--- config.mk ---
export PLATFORM = sky130hd
export DESIGN_NAME = dcfifo_ch_scheduler
export DESIGN_NICKNAME = d
export VERILOG_FILES = /design/src/rtl/dcfifo_ch_scheduler.sv
export SDC_FILE = /design/constraint.sdc
export NUM_CORES = 1
export LEC_CHECK = 0
export CAP_MARGIN = 30
export CORE_ASPECT_RATIO = 1.2
export CORE_UTILIZATION = 60
export CTS_BUF_LIST = sky130_fd_sc_hd__clkbuf_4
export DETAILED_ROUTE_END_ITERATION = 16
export PLACE_DENSITY = 0.89
export SETUP_SLACK_MARGIN = 0.2
export SLEW_MARGIN = 20
export SYNTH_ARGS = -nofsm -noshare
export SYNTH_HDL_FRONTEND = slang
export SYNTH_SLANG_ARGS = --single-unit
export TNS_END_PERCENT = 5
--- constraint.sdc ---
create_clock -name CLK -period 7.5 [get_ports CLK]
set_input_delay 0.75 -clock CLK [delete_from_list [all_inputs] [get_ports CLK]]
set_output_delay 0.75 -clock CLK [all_outputs]
set_load 0.05 [all_outputs]
--- src/rtl/dcfifo_ch_scheduler.sv ---
// dcfifo_ch_scheduler: time-division channel select/flush scheduler for a dual-clock FIFO bank
module dcfifo_ch_scheduler #(
  parameter int NCH       = 4,
  parameter int CW        = 2,
  parameter int DWELL_W   = 16,
  parameter int FLUSH_CYC = 8
) (
  input  logic               CLK,
  input  logic               RST,
  input  logic               start,
  input  logic               stop,
  input  logic [DWELL_W-1:0] dwell,
  input  logic [NCH-1:0]     ch_mask,
  output logic [NCH-1:0]     sel,
  output logic               FRST,
  output logic [CW-1:0]      cur_ch,
  output logic               busy,
  output logic               win_done
);
  localparam int FW = $clog2(FLUSH_CYC + 1);
  typedef enum logic [1:0] {IDLE, FLUSH, RUN} state_t;
  state_t state;
  logic [NCH-1:0] mask_r;
  logic [DWELL_W-1:0] dwell_r, dcnt;
  logic [FW-1:0] fcnt;
  logic [CW-1:0] lo_ch, nx_ch, lo_r;
  logic f_end, d_end;
  always_comb begin
    lo_ch = '0;
    lo_r = '0;
    for (int i = NCH - 1; i >= 0; i--) begin
      lo_ch = ch_mask[i] ? CW'(i) : lo_ch;
      lo_r = mask_r[i] ? CW'(i) : lo_r;
    end
    nx_ch = lo_r;
    for (int i = NCH - 1; i >= 0; i--)
      nx_ch = (mask_r[i] && CW'(i) > cur_ch) ? CW'(i) : nx_ch;
  end
  assign f_end = fcnt == FW'(FLUSH_CYC - 1);
  assign d_end = dcnt == dwell_r - DWELL_W'(1);
  always_ff @(posedge CLK or posedge RST) begin
    if (RST) begin
      state <= IDLE;
      mask_r <= '0;
      dwell_r <= '0;
      dcnt <= '0;
      fcnt <= '0;
      cur_ch <= '0;
      sel <= '0;
      FRST <= 1'b1;
      busy <= 1'b0;
      win_done <= 1'b0;
    end else begin
      win_done <= 1'b0;
      if (stop) begin
        state <= IDLE;
        dcnt <= '0;
        fcnt <= '0;
        sel <= '0;
        FRST <= 1'b1;
        busy <= 1'b0;
      end else begin
        case (state)
          IDLE: if (start && |ch_mask) begin
            state <= FLUSH;
            mask_r <= ch_mask;
            dwell_r <= (dwell == '0) ? DWELL_W'(1) : dwell;
            cur_ch <= lo_ch;
            fcnt <= '0;
            busy <= 1'b1;
          end
          FLUSH: if (f_end) begin
            state <= RUN;
            dcnt <= '0;
            sel <= NCH'(1) << cur_ch;
            FRST <= 1'b0;
            // registered pulse must already be high on a one-cycle window
            win_done <= dwell_r == DWELL_W'(1);
          end else begin
            fcnt <= fcnt + FW'(1);
          end
          RUN: if (d_end) begin
            state <= FLUSH;
            cur_ch <= nx_ch;
            fcnt <= '0;
            sel <= '0;
            FRST <= 1'b1;
          end else begin
            dcnt <= dcnt + DWELL_W'(1);
            win_done <= dcnt + DWELL_W'(1) == dwell_r - DWELL_W'(1);
          end
          default: state <= IDLE;
        endcase
      end
    end
  end
endmodule

* Word-level counts from Yosys, hierarchy flattened *
Index checks and enable logic that the tools add are counted.

word-level totals
  bits in registers = 51

cells by class
  add/subtract/negate cells = 3
  $lt $le $gt $ge = 4
  eq/ne operators = 13
  shift-type cells = 1
  multiplexer cells = 44
  bitwise logic cells = 1
  reduce and logical (&&, ||, !) cells = 20

operators with widths
  cell                                                  count
  2-to-1 mux 16 bit                                     4
  2-to-1 mux 2 bit                                      18
  equality test 16 bit                                  2
  case mux 16 bit (2 select lines)                      1
  2-to-1 mux 4 bit                                      6
  adder 16 x 1 -> 16 bit, second input constant         1
  equality test 16 x 1 -> 1 bit, second input constant  1
  zero test 16 bit                                      1
  subtractor 16 x 1 -> 16 bit, second input constant    1
  inequality test 3 bit, second input constant          5
  case mux 4 bit (3 select lines)                       1
  AND reduction 3 bit                                   4
  2-to-1 mux 1 bit                                      9
  case mux 4 bit (2 select lines)                       1
  AND reduction 4 bit                                   2
  case mux 2 bit (3 select lines)                       1
  nonzero test 2 bit                                    3
  logical AND 1 bit                                     5
  adder 4 x 1 -> 4 bit, second input constant           1
  equality test 4 x 3 -> 1 bit, second input constant   1
  > comparator 1 x 2 -> 1 bit, first input constant     2
  > comparator 2 bit, first input constant              2
  inequality test 2 bit, second input constant          2
  case mux 1 bit (2 select lines)                       2
  other kinds (10)                                      10

* Depth between registers and ports, before layout *
Gate-level depths: netlist of run 1.

  word-level depth = 10
  mapped depth = 11
  gate-level depth less buffers = 9

* Worst setup path before layout of run 1 *
Ideal clock, no wire load.

  path type = reg2reg
  from = reg dwell_r[4]
  to = reg fcnt[3]
  setup time = 122 ps
  data arrival time = 2,895 ps
  data required time = 7,378 ps
  setup slack = 4,483 ps
  cell stages (with the launch flop) = 10
  period minus slack after synthesis = 3,017 ps
  cells stage by stage = dfrtp_1 > buf_2 > or4_1 > clkbuf_1 > nor4_1 > xnor3_1 > o211ai_1 > or3_1 > a221o_1 > a32o_1

between the ends
  longest elaborated chain between the ends = 4

RTL lines
  item                             line  source
  start: declaration               24    logic [DWELL_W-1:0] dwell_r, dcnt;
  start signal: assignment         67    dwell_r <= (dwell == '0) ? DWELL_W'(1) : dwell;
  subtractor 16 x 1 -> 16 bit      40    assign d_end = dcnt == dwell_r - DWELL_W'(1);
  equality test 16 bit             40
  inequality test 3 bit (no line)  -
  AND reduction 4 bit (no line)    -
  end signal: assignment           80    fcnt <= fcnt + FW'(1);
  end: declaration                 25    logic [FW-1:0] fcnt;

Every way passes these cells.
A chain may end at the register's enable or synchronous reset.

* Worst setup path after layout of run 1 *
  from = reg dwell_r[4]
  to = reg dcnt[0]

between the ends
  longest elaborated chain between the ends = 4

RTL lines
  item                             line  source
  subtractor 16 x 1 -> 16 bit      40
  equality test 16 bit             40
  inequality test 3 bit (no line)  -
  AND reduction 3 bit (no line)    -
  end signal: assignment           89    dcnt <= dcnt + DWELL_W'(1);
  end: declaration                 24

Every way passes these cells.

==> results.json, run 1 <==
{
  "synth_flop_cell": "dfrtp_1",
  "first_iter_violations": 183,
  "clockBufferDepth": 2,
  "hold_viol_final": 0,
  "reg2regPathDepth": 7,
  "synth_common_cells": "50 x dfrtp_1, 33 x xnor2_1, 30 x nand2_1",
  "cts_sinks": 51,
  "htreeDepth": 2,
  "synth_xor_xnor_area_share": 0.119,
  "core_mm2": 0.00567,
  "maxSlewViolCount": 0,
  "antenna_found_initial": 0,
  "path_clk_slew_ps": 150,
  "grt-ovfl-total": 0,
  "critPathKind": "reg2reg",
  "via_count": 3065,
  "synth_edf_count": 0,
  "place_congestion": 0.927,
  "grt_pass1_vias": 2948,
  "synth_top_family_by_area": "compound AO/OA/AOI/OAI gates",
  "synth_compound_area_frac": 0.212,
  "crit_fanout": 9,
  "num_io_pins": 33,
  "start_util": 0.625,
  "synthAdderAreaFrac": 0.0283,
  "hold_start": "sel[3]",
  "hold_path_depth": 1,
  "netlist_area_mm2": 0.00354,
  "ctsResizeCount": 0,
  "placed_cells": 473,
  "setup_viol": 0,
  "min_to": "sel[3]",
  "syn_to_final_growth_pct": 11.9,
  "synthSimpleGateAreaFrac": 0.189,
  "max_slew_margin": 0.450,
  "rsz0062_at_grt": "false",
  "synth_top_area_frac": 0.353,
  "yosysSeqAreaShare": 0.361,
  "r2r_setup_slack_ps": 3820,
  "cts-root-buf": "clkbuf_4",
  "grt_pass1_wl_mm": 13.9,
  "grt_max_degree": 29,
  "grt_usage": 0.285,
  "postSynthAreaPerCell_um2": 9.36,
  "die_area_mm2": 0.00621,
  "ant_nets": 0,
  "yosysMostFrequentCell": "dfrtp_1",
  "tightest_slew_ps": 817,
  "fin_cells": 482,
  "ys_types": 61,
  "p_leak_nw": 1.56,
  "cts_tree": "done",
  "first_pass_iters": 5,
  "totalWireLength_mm": 8.03,
  "crit_required_ps": 7820,
  "io_buffers": 32,
  "timing.rr.start": "dwell_r[4]",
  "rows": 30,
  "yosys_warnings": 0,
  "die-height_um": 86.1,
  "yosysTopAreaCell": "dfrtp_1",
  "synth.top_cells.by_area": "dfrtp_1 35%, xnor2_1 8.2%, a22o_1 3.7%",
  "synthMuxAreaShare": 0.0456,
  "cap_violations": 0,
  "setup.worst_path.end_class": "register",
  "drive_gt1_frac": 0.0771,
  "ir_drop_v": 0.000233,
  "start_kind": "register",
  "routed_via_density": 6.36,
  "critPathArrivalTime_ps": 3990,
  "wl_per_cell_um": 16.7,
  "r2r-end": "dcnt[0]",
  "cts_buffers": 5,
  "synth_cells": 378,
  "status": "finished, final reports clean",
  "finalCritPeriodShare": 0.490,
  "antenna-diode-count": 0,
  "clk_latency_ps": 380,
  "fmax_mhz": 272,
  "async_flop_share": 1.00,
  "syn_nets": 410,
  "fin_skew_ps": 17.3,
  "dpl.hpwl_mm": 6.21,
  "drc": 0,
  "postCtsHoldBufs": 0,
  "timing.setup.tns_ps": 0,
  "power_density_mw_per_mm2": 301,
  "fp.dieW_um": 72.1,
  "period_minus_slack_ps": 3680,
  "nNetsFinal": 433,
  "hp-class": "reg2reg",
  "ys_ff_latch": 51,
  "cts_setup_buffers": 0
}
## logic make-up after synthesis
kind of cell             after synthesis
multiplexers                          15
XOR/XNOR                              45
AO/OA/AOI/OAI                        101
buffers and inverters                 35
flip-flops                            51
AND/OR/NAND/NOR                      123
adder cells (fa/ha/maj)                8
## worst max-delay path by stage
stage / endpoint / slack [ps] / cells past startpoint / startpoint
floorplan: fcnt[3] / 4480 / 9 / dwell_r[4]
global placement: dcnt[0] / 3960 / 7 / dwell_r[4]
detailed placement: dcnt[0] / 3910 / 7 / dwell_r[4]
CTS: dcnt[0] / 3830 / 7 / dwell_r[4]
global route: dcnt[0] / 3580 / 7 / dwell_r[4]
finish: dcnt[0] / 3820 / 7 / dwell_r[4]
## power breakdown
group          switching, W  internal (W)
Clock             0.0000879     0.0000361
Combinational      0.000330      0.000281
Sequential         0.000116      0.000342
## through the flow
step | area [um2] | hold slack [ps] | total power, W | utilization | setup slack, ps
3_5_place_dp | 3890 | 480 | 0.00106 | 0.687 | 3910
5_1_grt | 3960 | 540 | 0.00128 | 0.699 | 3580
2_1_floorplan | 3540 | 473 | 0.000930 | - | 4480
3_3_place_gp | 3870 | 480 | 0.00104 | 0.684 | 3960
4_1_cts | 3950 | 514 | 0.00119 | 0.697 | 3830
6_report | 3960 | 509 | 0.00119 | 0.699 | 3820
## layer usage
metal,wire length (um),part of all wire,up-vias,track usage
li1,-,-,1463,-
met1,3270,0.41,1462,0.344
met2,4100,0.51,113,0.495
met3,412,0.051,27,0.0435
met4,252,0.031,0,0.134
met5,0,0,-,0
## layout by cell type, fill, tap and decap left out, drive strengths merged, types with 12 or more instances in the layout
cell / instances
a22o: 15
clkdlybuf4s50: 32
dfrtp: 50
inv: 15
nand2: 30
nand3: 13
nor2: 18
nor3: 13
o211ai: 17
o21ai: 16
o31ai: 12
xnor2: 33
## worst max-delay path, cell delays in order (launching register included)
cell and delay [ps]:
dfrtp_1 500, or4_1 710, nor4_1 520, xnor3_1 240
o211ai_1 180, or3_1 500, o21ai_0 670, mux2_2 290
## state kept, by name (all words and copies together), names as in the netlist
name      count
sel           4
dwell_r      16
cur_ch        2
fcnt          4
dcnt         16
busy          1
mask_r        4
FRST          1
win_done      1
state         2
## final cells by class
type                            count  area, um2
Multi-Input combinational cell    292       2110
Fill cell                         452       1710
Sequential cell                    51       1280
Timing Repair Buffer               36        363
Tap cell                           80        100
Inverter                           15       56.3
Clock buffer                        5       37.5
Clock inverter                      3       20.0
No activity file was read; power rests on OpenSTA's default activity.
==> run 2, diff against run 1 <==
==> constraint.sdc (replaced) <==
create_clock -name CLK -period 3.6 [get_ports CLK]
set_input_delay 0.36 -clock CLK [delete_from_list [all_inputs] [get_ports CLK]]
set_output_delay 0.36 -clock CLK [all_outputs]
set_load 0.05 [all_outputs]
==> run 2 against run 1 <==
Compared with the run above: count of clock-buffer cells in the layout did not move; sequential share of layout area is 0.66 points lower; die area unchanged; clock power increased to 2.6 times the previous value; sequential power up 100%; total power up 120%; cell count rose by 1.2%; clock skew fell by 5.5 ps; final area is 2.1% higher; wire length increased by 7.5%; critical path type unchanged.
==> results.json, run 2 (synthesis gave the netlist of run 1 again) <==
{
  "grt_usage": 0.306,
  "wl_met3_um": 387,
  "finalCritPeriodShare": 0.895,
  "mostFrequentLayoutCell": "dfrtp_1",
  "drt-met1-wl_mm": 3.45,
  "routed_via_density": 6.41,
  "period_minus_slack_ps": 3220,
  "grt-ovfl-total": 0,
  "whs_ps": 336,
  "via_count": 3130,
  "cp_num_buf_inv": 0,
  "fmax_mhz": 311,
  "drive_gt1_frac": 0.0956,
  "fin_cells": 488,
  "die-height_um": 86.1,
  "drc": 0,
  "crit_fanout": 9,
  "max_slew_margin": 0.359,
  "cp_top_family": "simple AND/OR/NAND/NOR gates",
  "reg2regPathDepth": 7,
  "hold_viol_final": 0,
  "tightest_slew_ps": 957,
  "cap_violations": 0,
  "cts_buffers": 5,
  "setup_viol": 0,
  "setup.worst_path.end_class": "register",
  "io_buffers": 32,
  "antenna-diode-count": 0,
  "maxSlewViolCount": 0,
  "die_area_mm2": 0.00621,
  "crit_required_ps": 3880,
  "syn_to_final_growth_pct": 14.2,
  "grt_max_degree": 28,
  "crit_path_top_delay_cell": "or4_1",
  "place_congestion": 0.939,
  "critical_path.max_stage_delay_ps": 680,
  "clk_latency_ps": 380,
  "postCtsHoldBufs": 0,
  "fin_skew_ps": 11.8,
  "num_io_pins": 33,
  "clockBufferDepth": 2,
  "path_depth": 7,
  "grt_pass1_vias": 3178,
  "top_layer_used": "met4",
  "wl_per_cell_um": 17.7,
  "p_leak_nw": 1.61,
  "mostFrequentLayoutCells": "50 x dfrtp_1, 33 x xnor2_1, 32 x clkdlybuf4s50_1, 30 x nand2_1, 18 x nor2_1",
  "cts-root-buf": "clkbuf_4",
  "fp.dieW_um": 72.1,
  "dpl.hpwl_mm": 6.64,
  "htreeDepth": 2,
  "critPathArrivalTime_ps": 3500,
  "cts_sinks": 51,
  "grt_pass1_wl_mm": 14.9,
  "hp-class": "in2async",
  "start_util": 0.625,
  "status": "finished, final reports clean",
  "cts_setup_buffers": 0,
  "timing.setup.tns_ps": 0,
  "power_density_mw_per_mm2": 649,
  "totalWireLength_mm": 8.64,
  "core_mm2": 0.00567,
  "dr_wl_met2_mm": 4.56,
  "ant_nets": 0,
  "worstPathCellList": "or4_1 > nor4_1 > xnor2_1 > nand3_1 > or3_1 > a221o_1 > a32o_1",
  "critPathKind": "reg2reg",
  "start_kind": "register",
  "rows": 30,
  "first_pass_iters": 4,
  "rsz0062_at_grt": "false",
  "antenna_found_initial": 0,
  "nNetsFinal": 439,
  "top_regs": "dcnt (16), dwell_r (16)",
  "finalPower_w": 0.00262,
  "placed_cells": 480,
  "first_iter_violations": 129,
  "cts_tree": "done",
  "ir_drop_v": 0.000379,
  "path_clk_slew_ps": 140
}
## run 2: worst paths after layout
kind | start | to | slack, ps
setup / recovery | dwell_r[4] | fcnt[3] | 380
hold / removal | RST | dwell_r[13] | 340
setup reg to reg | dwell_r[4] | fcnt[3] | 380
hold reg to reg | FRST | FRST | 510
max in group asynchronous | RST | FRST | 2650
min in group CLK | FRST | FRST | 510
## run 2: power breakdown
group          internal (W)  switching (W)  leakage, nW
Sequential         0.000713       0.000216        0.666
Clock              0.000143       0.000184       0.0426
Combinational      0.000629       0.000739        0.897
Total               0.00149        0.00114         1.61
## run 2: through the flow
step / instance area, um2 / utilization / setup slack, ps
floorplan: 3540 / - / 583
global placement: 3930 / 0.693 / 363
detailed placement: 3950 / 0.696 / 274
CTS: 4020 / 0.710 / 263
global route: 4040 / 0.713 / 205
finish: 4040 / 0.713 / 380
## run 2: timing repair
action,in CTS,in global routing
setup endpoints to repair,0,24
hold endpoints to repair,0,0
resized for setup,0,3
## run 2: layer usage
metal / vias to the layer above / track usage
li1: 1476 / -
met3: 23 / 0.0435
met4: 0 / 0.127
met2: 108 / 0.539
met5: - / 0
met1: 1523 / 0.370
## run 2: area by class of cell
type | count | area [um2]
Clock inverter | 3 | 38.8
Clock buffer | 5 | 37.5
Inverter | 15 | 56.3
Timing Repair Buffer | 42 | 408
Tap cell | 80 | 100
Sequential cell | 51 | 1280
Fill cell | 430 | 1630
Multi-Input combinational cell | 292 | 2120
